==> src/rtl/ins_loader_pkg.sv <==
// Shared constants for the serial instruction loader.
// Optional checksum trailer: INS_LOADER_CHECKSUM_EN.
package ins_loader_pkg;

   localparam int INS_WORDS = 256;
   localparam int IDX_W     = 2;

   localparam logic [1:0] S_IDLE = 2'd0;
   localparam logic [1:0] S_LOAD = 2'd1;
   localparam logic [1:0] S_CHK  = 2'd2;
   localparam logic [1:0] S_DONE = 2'd3;

endpackage

==> src/rtl/ins_loader_if.sv <==
// Byte stream in, instruction-memory write port out.
// master = loader side, slave = source / memory side.
interface ins_loader_if #(
   parameter int ADDR_W = 8
);
   logic [7:0]        in_data;
   logic              in_valid;
   logic              in_ready;
   logic              mem_we;
   logic [ADDR_W-1:0] mem_addr;
   logic [31:0]       mem_wdata;

   modport master (
      input  in_data, in_valid,
      output in_ready, mem_we, mem_addr, mem_wdata
   );

   modport slave (
      output in_data, in_valid,
      input  in_ready, mem_we, mem_addr, mem_wdata
   );
endinterface

==> src/rtl/ins_word_pack.sv <==
// Little-endian byte-lane packer: four accepted bytes form one word.
// word_valid fires combinationally with the fourth byte.
module ins_word_pack
   import ins_loader_pkg::*;
(
   input  logic        clk,
   input  logic        rst,
   input  logic        clr,
   input  logic        take,
   input  logic [7:0]  data,
   output logic        word_valid,
   output logic [31:0] word
);

   logic [IDX_W-1:0] idx;
   logic [23:0]      lanes;

   always_ff @(posedge clk or negedge rst) begin
      if (!rst) begin
         idx   <= '0;
         lanes <= '0;
      end else if (clr) begin
         idx   <= '0;
      end else if (take) begin
         idx <= idx + 1'b1;
         case (idx)
            2'd0:    lanes[7:0]   <= data;
            2'd1:    lanes[15:8]  <= data;
            2'd2:    lanes[23:16] <= data;
            default: ;
         endcase
      end
   end

   assign word_valid = take && (idx == 2'd3);
   assign word       = {data, lanes};

endmodule

==> src/rtl/ins_loader.sv <==
// Serial loader filling instruction memory from a byte stream.
// INS_LOADER_CHECKSUM_EN adds a 32-bit sum trailer check.
module ins_loader
   import ins_loader_pkg::*;
#(
   parameter int ADDR_W = 8
) (
   input  logic            clk,
   input  logic            rst,
   input  logic            start,
   input  logic [ADDR_W:0] len,
   ins_loader_if.master    bus,
   output logic            busy,
   output logic            cpu_hold,
   output logic            done,
   output logic            err
);

   localparam logic [ADDR_W:0] MAX_LEN = {1'b1, {ADDR_W{1'b0}}};
   localparam logic [ADDR_W:0] ONE     = {{ADDR_W{1'b0}}, 1'b1};

`ifdef INS_LOADER_CHECKSUM_EN
   localparam logic [1:0] S_AFTER = S_CHK;
`else
   localparam logic [1:0] S_AFTER = S_DONE;
`endif

   logic [1:0]        state;
   logic [ADDR_W:0]   cnt;
   logic [ADDR_W-1:0] addr;
   logic [ADDR_W:0]   len_c;
   logic              take;
   logic              word_valid;
   logic [31:0]       word;

   assign len_c = (len > MAX_LEN) ? MAX_LEN : len;
   assign bus.in_ready = (state == S_LOAD) || (state == S_CHK);
   assign take     = bus.in_valid && bus.in_ready;
   assign busy     = (state != S_IDLE);
   assign cpu_hold = busy;

   ins_word_pack u_pack (
      .clk        (clk),
      .rst        (rst),
      .clr        (state == S_IDLE),
      .take       (take),
      .data       (bus.in_data),
      .word_valid (word_valid),
      .word       (word)
   );

   always_ff @(posedge clk or negedge rst) begin
      if (!rst) begin
         state         <= S_IDLE;
         cnt           <= '0;
         addr          <= '0;
         done          <= 1'b0;
         bus.mem_we    <= 1'b0;
         bus.mem_addr  <= '0;
         bus.mem_wdata <= '0;
      end else begin
         bus.mem_we <= 1'b0;
         case (state)
            S_IDLE: begin
               if (start) begin
                  done  <= 1'b0;
                  cnt   <= len_c;
                  addr  <= '0;
                  state <= (len_c == '0) ? S_DONE : S_LOAD;
               end
            end
            S_LOAD: begin
               if (word_valid) begin
                  bus.mem_we    <= 1'b1;
                  bus.mem_wdata <= word;
                  bus.mem_addr  <= addr;
                  addr          <= addr + 1'b1;
                  cnt           <= cnt - 1'b1;
                  if (cnt == ONE) state <= S_AFTER;
               end
            end
            S_CHK: begin
               if (word_valid) state <= S_DONE;
            end
            default: begin
               done  <= 1'b1;
               state <= S_IDLE;
            end
         endcase
      end
   end

`ifdef INS_LOADER_CHECKSUM_EN
   logic [31:0] sum;
   logic        bad;
   logic        err_q;

   // Mismatch is latched in CHK and published with done.
   always_ff @(posedge clk or negedge rst) begin
      if (!rst) begin
         sum   <= '0;
         bad   <= 1'b0;
         err_q <= 1'b0;
      end else begin
         if (state == S_IDLE && start) begin
            sum   <= '0;
            bad   <= 1'b0;
            err_q <= 1'b0;
         end
         if (state == S_LOAD && word_valid) sum <= sum + word;
         if (state == S_CHK && word_valid)  bad <= (word != sum);
         if (state == S_DONE) err_q <= bad;
      end
   end

   assign err = err_q;
`else
   assign err = 1'b0;
`endif

endmodule
==> src/flat_wrapper.sv <==
// flat-port wrapper written by rule: the top's interface ports become plain ports
module ins_loader_flat import ins_loader_pkg::*;
#(
   parameter int ADDR_W = 8
)
  (clk, rst, start, len, busy, cpu_hold, done, err, bus_in_data, bus_in_valid, bus_in_ready, bus_mem_we, bus_mem_addr, bus_mem_wdata);
  ins_loader_if #(.ADDR_W(ADDR_W)) bus_i ();
  input  logic clk;
  input  logic rst;
  input  logic start;
  input  logic [ADDR_W:0] len;
  output logic busy;
  output logic cpu_hold;
  output logic done;
  output logic err;
  input wire logic [$bits(bus_i.in_data)-1:0] bus_in_data;
  input wire logic [$bits(bus_i.in_valid)-1:0] bus_in_valid;
  output wire logic [$bits(bus_i.in_ready)-1:0] bus_in_ready;
  output wire logic [$bits(bus_i.mem_we)-1:0] bus_mem_we;
  output wire logic [$bits(bus_i.mem_addr)-1:0] bus_mem_addr;
  output wire logic [$bits(bus_i.mem_wdata)-1:0] bus_mem_wdata;
  assign bus_i.in_data = bus_in_data;
  assign bus_i.in_valid = bus_in_valid;
  assign bus_in_ready = bus_i.in_ready;
  assign bus_mem_we = bus_i.mem_we;
  assign bus_mem_addr = bus_i.mem_addr;
  assign bus_mem_wdata = bus_i.mem_wdata;
  ins_loader #(.ADDR_W(ADDR_W)) u_core (.clk(clk), .rst(rst), .start(start), .len(len), .bus(bus_i), .busy(busy), .cpu_hold(cpu_hold), .done(done), .err(err));
endmodule
==> config.mk <==
export PLATFORM = sky130hd
export DESIGN_NAME = ins_loader_flat
export DESIGN_NICKNAME = d
export VERILOG_FILES = /design/src/rtl/ins_loader_pkg.sv /design/src/rtl/ins_loader_if.sv /design/src/rtl/ins_word_pack.sv /design/src/rtl/ins_loader.sv /design/src/flat_wrapper.sv
export SDC_FILE = /design/constraint.sdc
export NUM_CORES = 1
export LEC_CHECK = 0
export ABC_CLOCK_PERIOD_IN_PS = 4300
export BUFFER_PORTS_ARGS = -buffer_cell sky130_fd_sc_hd__buf_2
export CAP_MARGIN = 20
export CORE_MARGIN = 2
export CORE_UTILIZATION = 55
export CTS_CLUSTER_DIAMETER = 80
export DETAILED_ROUTE_END_ITERATION = 6
export GPL_ROUTABILITY_DRIVEN = 0
export GPL_TIMING_DRIVEN = 1
export PLACE_DENSITY = 0.78
export SLEW_MARGIN = 20
export SYNTH_ARGS = -nofsm -noshare
export SYNTH_HDL_FRONTEND = slang
export SYNTH_HIERARCHICAL = 1
export SYNTH_SLANG_ARGS = --single-unit
==> constraint.sdc <==
create_clock -name clk -period 4.3 [get_ports clk]
set_input_delay 0.645 -clock clk [delete_from_list [all_inputs] [get_ports clk]]
set_output_delay 0.645 -clock clk [all_outputs]
set_load 0.01 [all_outputs]
# ---- Word level (Yosys, flattened, before mapping)
# Index checks and enable logic that the tools add are counted.
dict set report totals {
  out_inout_bits 46
  inputBits 21
  register_bits 87
  elab_cells 63
}
dict set report classes {
  order_cmp 1
  n_mux 19
  bitwise 2
  n_reduce_logical 17
  n_eq_ne 10
  n_addsub 3
}
# operator count
set op_table {}
lappend op_table {{9-bit two-way mux} 3}
lappend op_table {{9-bit one-hot mux with 2 select lines} 1}
lappend op_table {{8-bit two-way mux} 2}
lappend op_table {{8-bit one-hot mux with 2 select lines} 1}
lappend op_table {{2-bit two-way mux} 7}
lappend op_table {{3-bit AND reduction} 4}
lappend op_table {{9-bit by 1-bit equality test with 1-bit output, second input constant} 1}
lappend op_table {{9-bit > comparator, second input constant} 1}
lappend op_table {{9-bit logical NOT} 1}
lappend op_table {{9-bit by 1-bit subtractor with 9-bit output, second input constant} 1}
lappend op_table {{8-bit by 1-bit adder with 8-bit output, second input constant} 1}
lappend op_table {{2-bit inequality test, second input constant} 4}
lappend op_table {{2-bit equality test, second input constant} 3}
lappend op_table {{2-bit one-hot mux with 3 select lines} 1}
lappend op_table {{2-bit nonzero test} 3}
lappend op_table {{2-bit by 1-bit equality test with 1-bit output, second input constant} 2}
lappend op_table {{2-bit logical NOT} 2}
lappend op_table {{2-bit AND reduction} 2}
lappend op_table {{4-bit AND reduction} 1}
lappend op_table {{1-bit two-way mux} 3}
lappend op_table {{2-bit by 1-bit adder with 2-bit output, second input constant} 1}
lappend op_table {{1-bit logical AND} 2}
lappend op_table {{1-bit NOT} 2}
lappend op_table {{1-bit one-hot mux with 2 select lines} 1}
lappend op_table {{2 further kinds} 2}

# ---- Depth between registers and ports, before layout
dict set report logic_depth {
  word_depth 6
  mapped_depth 11
  depth_no_buf 8
}

# ---- Modules after synthesis
# Netlist, hierarchy kept.
# module seq_area_each_um2 instances area_per_inst_um2 cells_per_inst
set by_module_without_submodules {}
lappend by_module_without_submodules {ins_loader 1526.5 1 2822.7 240}
lappend by_module_without_submodules {ins_word_pack 650.6 1 1147.4 73}

# ---- Worst setup path after synthesis
# No wires, ideal clock.
dict set report synth_path {
  path_type {register to register}
  start {reg u_core.state[0]}
  end {reg u_core.addr[6]}
  path_stages_with_launch 11
  required_time_ns 4.234
  path_buffers 2
  arrival_ns 2.242
  setup_time_ns 0.066
  path_slack_ns 1.992
  synth_period_minus_slack_ns 2.308
  path_cell_list {dfrtp_1 inv_1 ha_1 and2_1 buf_6 and2_2 buf_2 mux2i_2 or4_1 o21ai_1 a22o_1}
}
dict set report synth_via {
  elab_chain_len 6
  elab_cells_between_ends 11
  cone_classes {4 x eq/ne; 1 x mux; 6 x reduce/logical}
}
# item line
set synth_lines {}
lappend synth_lines {{start, declared} ins_loader.sv:28} ;# logic [1:0] state;
lappend synth_lines {{start signal, assigned} ins_loader.sv:69} ;# state <= (len_c == '0) ? S_DONE : S_LOAD;
lappend synth_lines {{2-bit by 1-bit equality test with 1-bit output or 2-bit equality test (tied branches)} ins_loader.sv:37} ;# assign bus.in_ready = (state == S_LOAD) || (state == S_CHK);
lappend synth_lines {{1-bit logical OR *} ins_loader.sv:37}
lappend synth_lines {{via bus_in_ready} flat_wrapper.sv:18} ;# output wire logic [$bits(bus_i.in_ready)-1:0] bus_in_ready;
lappend synth_lines {{1-bit logical AND *} ins_loader.sv:38} ;# assign take = bus.in_valid && bus.in_ready;
lappend synth_lines {{via u_core.take} ins_loader.sv:32} ;# logic take;
lappend synth_lines {{1-bit logical AND *} ins_word_pack.sv:35} ;# assign word_valid = take && (idx == 2'd3);
lappend synth_lines {{via u_core.word_valid} ins_loader.sv:33} ;# logic word_valid;
lappend synth_lines {{2-bit inequality test (no line) *} -}
lappend synth_lines {{3-bit AND reduction (no line) *} -}
lappend synth_lines {{end signal, assigned} ins_loader.sv:77} ;# addr <= addr + 1'b1;
lappend synth_lines {{end, declared} ins_loader.sv:30} ;# logic [ADDR_W-1:0] addr;
# The timed path passes the listed nets; every way through them passes the cells marked *.
# A chain may end at the register's enable or synchronous reset.

# ---- Worst setup path after layout
dict set report layout_path {
  start {reg u_core.state[1]}
  end {reg u_core.cnt[5]}
}
dict set report layout_via {
  elab_chain_len 6
  elab_cells_between_ends 11
  cone_classes {4 x eq/ne; 1 x mux; 6 x reduce/logical}
}
# item line
set layout_lines {}
lappend layout_lines {{2-bit by 1-bit equality test with 1-bit output or 2-bit equality test (tied branches)} ins_loader.sv:37}
lappend layout_lines {{1-bit logical OR *} ins_loader.sv:37}
lappend layout_lines {{1-bit logical AND *} ins_loader.sv:38}
lappend layout_lines {{via u_core.take} ins_loader.sv:32}
lappend layout_lines {{1-bit logical AND *} ins_word_pack.sv:35}
lappend layout_lines {{via u_core.word_valid} ins_loader.sv:33}
lappend layout_lines {{2-bit inequality test (no line) *} -}
lappend layout_lines {{3-bit AND reduction (no line) *} -}
lappend layout_lines {{end signal, assigned} ins_loader.sv:67} ;# cnt <= len_c;
lappend layout_lines {{end signal, assigned} ins_loader.sv:78} ;# cnt <= cnt - 1'b1;
lappend layout_lines {{end, declared} ins_loader.sv:29} ;# logic [ADDR_W:0] cnt;
# Marked as above.

==> flow_summary_export.csv <==
group,metric,value,unit
critical_path,path_class,"flip-flop to flip-flop",
logic_synthesis,async_flop_share,100.0,%
clocking,ctsResizeCount,0,
critical_path,crit_path_cell_trace,"inv_1 > ha_1 > and2_1 > and2_2 > nand2_2 > nor2_1 > nand3_1 > o211ai_1",
clocking,insertion_delay,0.36,ns
grt,antenna_found_initial,0,
timing,finalCritPeriodShare,68.17,%
logic_synthesis,synth_cell_type_count,51,
routing,via_count,2559,
clocking,clock_path_buffers,2,
die,die_w,88.96,um
critical_path,slowest_delay,0.59,ns
clocking,cts_hold_buf,0,
clocking,htree_levels,3,
routing,drt-pass1-iter-count,4,
grt,grt_max_degree,88,
outcome,outcome,"completed",
logic_synthesis,yosysTopAreaCell,"dfrtp_1",
logic_synthesis,syn_area,3970,sq um
logic_synthesis,ys_ff_latch,87,
timing,max_slew_margin,32.15,%
power_and_ir_drop,power.density,732.8,nW/um^2
timing,post-route-min-period,2.931,ns
die,start_util,57.48,%
logic_synthesis,synth_top_area_share,54.84,%
grt,grtUsageTotal,19.87,%
timing,grt_setup_unrepaired,"false",
logic_synthesis,synthTopCellsByArea,"dfrtp_1, mux2_2, ha_1, buf_4, nand3b_4",
clocking,cts_setup_buffers,0,
clocking,cts_tree,"done",
logic_synthesis,syn-num-nets,345,
run,drv_cap,0,
routing,routed_wl,7400,um
timing,finalHoldViolCount,0,
logic_synthesis,yosysWarnings,6,
power_and_ir_drop,leakage,2.154,nW
placement,hpwlAfterDp,4983,um
timing,drv_slew,0,
critical_path,required,4.57,ns
grt,grt_pass1_wl,11860,um
critical_path,cp.arrival,3.20,ns
logic_synthesis,ys_seq_area_share,54.84,%
die,io_pins,67,
critical_path,cp_max_fo,43,
critical_path,cp_slowest_cell,"nand2_2",
timing,hold_ws,0.3357,ns
die,die_area,7914,sq um
final_layout,num_antenna_cells,0,
critical_path,rrSetupSlack,1.37,ns
clocking,cts_root_buf,"clkbuf_8",
routing,post-route-drc-count,0,
timing,finalSetupViolCount,0,
timing,fmaxAchievable,0.3412,GHz
placement,numPortBuffers,65,
die,coreArea,6907,sq um
logic_synthesis,synth_enable_flop_cells,0,
clocking,cts_made_buffers,9,
clocking,cts_sinks,87,
clocking,path_clk_slew,0.08,ns
logic_synthesis,synthFlopType,"dfrtp_1",
grt,grt-ovfl-total,0,
final_layout,drive_gt1_share,40.86,%
critical_path,endpoint_kind,"flip-flop",
die,rows,30,
grt,first_global_vias,2489,
routing,route.detailed.wl_per_inst,15.81,um
logic_synthesis,synth_area_per_cell,12.68,sq um
routing,drtIter0Drc,105,
final_layout,area_delta_synth_final,14.09,%
routing,ant_nets,0,
routing,via_per_inst,5.468,
final_layout,nets,400,
logic_synthesis,synth_cells,313,
die,die_height,88.96,um
power_and_ir_drop,ir_worst_vdd,363.5,uV
hold_path,hold_class,"input pin to async pin",
critical_path,cp-start-kind,"flip-flop",
timing,finalSetupTns,0,ns
timing,fin_skew,0.009329,ns
timing,tightest_slew,1.014,ns
cell type report:
cell class                      instances  area (sq um)
Timing Repair Buffer                   65         331.6
Fill cell                             558          2377
Clock inverter                          6         117.6
Sequential cell                        87          2177
Clock buffer                            9         123.9
Tap cell                               96         120.1
Inverter                               14         52.55
Multi-Input combinational cell        191          1607
state kept, by name, indices dropped and copies added, names as in the netlist:
name	cells
u_core/cnt	9
u_core/bus.mem_addr	8
u_core/state	2
u_core/addr	8
u_core/bus.mem_we	1
u_core/u_pack/lanes	24
u_core/bus.mem_wdata	32
u_core/u_pack/idx	2
u_core/done	1
metrics by stage:
step / std cells / setup slack [ns] / instance area (sq um) / power [mW] / util (%)
CTS: 468 / 1.375 / 4526 / 3.345 / 65.53
floorplan: 313 / 1.992 / 3970 / 2.251 / -
finish: 468 / 1.369 / 4529 / 3.319 / 65.58
global placement: 453 / 1.541 / 4284 / 2.573 / 62.03
detailed placement: 453 / 1.390 / 4284 / 2.648 / 62.03
global route: 468 / 1.114 / 4529 / 3.543 / 65.58
logic make-up (layout without fill, tap and decap cells):
family,after synthesis,in the layout,synth area share [%]
other,1,1,0.09446
adder cells (fa/ha/maj),11,11,3.467
AO/OA/AOI/OAI,38,38,6.398
XOR/XNOR,5,5,1.103
multiplexers,67,67,19.10
AND/OR/NAND/NOR,69,69,10.24
flip-flops,87,87,54.84
buffers and inverters,35,94,4.759
per-layer routing:
layer	track usage, %	part of all wire [%]	vias up
met2	31.28	48	80
met1	26.62	46	1258
li1	-	-	1212
met4	9.362	1.8	0
met5	0	0	-
met3	4.155	4.6	9
critical path: cells and delay by family (launching register included):
kind	cells	cell delay, ns
compound gates	1	0.10
simple gates	5	1.92
fa+ha+maj	1	0.35
buf+inv	1	0.08
flops	1	0.40
cell usage in the layout (no fill, tap or decap), types with 3 or more instances in the layout:
cell	n
ha_1	11
dfrtp_1	87
nor3_1	7
mux2_2	63
nor2_1	14
nor4_1	4
xnor2_1	5
o21ai_0	9
buf_2	64
nand4_1	3
o211ai_1	3
clkbuf_8	9
nand3_1	8
nand2_1	11
nand3b_4	3
bufinv_16	3
inv_1	14
a21oi_1	7
a32oi_1	3
final timing paths:
kind,startpoint,end,cells after the start
max in group asynchronous,rst,u_core/cnt[8],1
min reg2reg,u_core/bus.mem_addr[5],u_core/bus.mem_addr[5],1
min,rst,u_core/bus.mem_addr[4],1
max,u_core/state[1],u_core/cnt[5],8
min in group clk,u_core/bus.mem_addr[5],u_core/bus.mem_addr[5],1
max reg2reg,u_core/state[1],u_core/cnt[5],8
power by group:
group	switching, mW	internal [mW]	leakage (nW)	total (mW)
clock	0.297	0.389	0.118	0.686
sequential	0.235	1.19	1.05	1.42
combinational	0.607	0.601	0.982	1.21
total	1.14	2.18	2.15	3.32
cell usage after synthesis (2+ instances only):
master,number
o211ai_1,3
buf_4,11
nor2_1,14
a21oi_1,7
o21ai_0,9
nand2b_1,2
ha_1,11
nand3_1,8
a32oi_1,3
inv_1,14
xnor2_1,5
buf_2,7
nor3_1,7
a22oi_1,2
a22o_1,2
a31oi_1,2
a21o_1,2
dfrtp_1,87
mux2i_1,2
nor2b_1,2
nor4_1,4
clkbuf_1,2
mux2_2,63
or3_1,2
nand2_1,12
nand4_1,3
nand3b_4,3
Note: power is estimated with default switching activity, not from simulation.
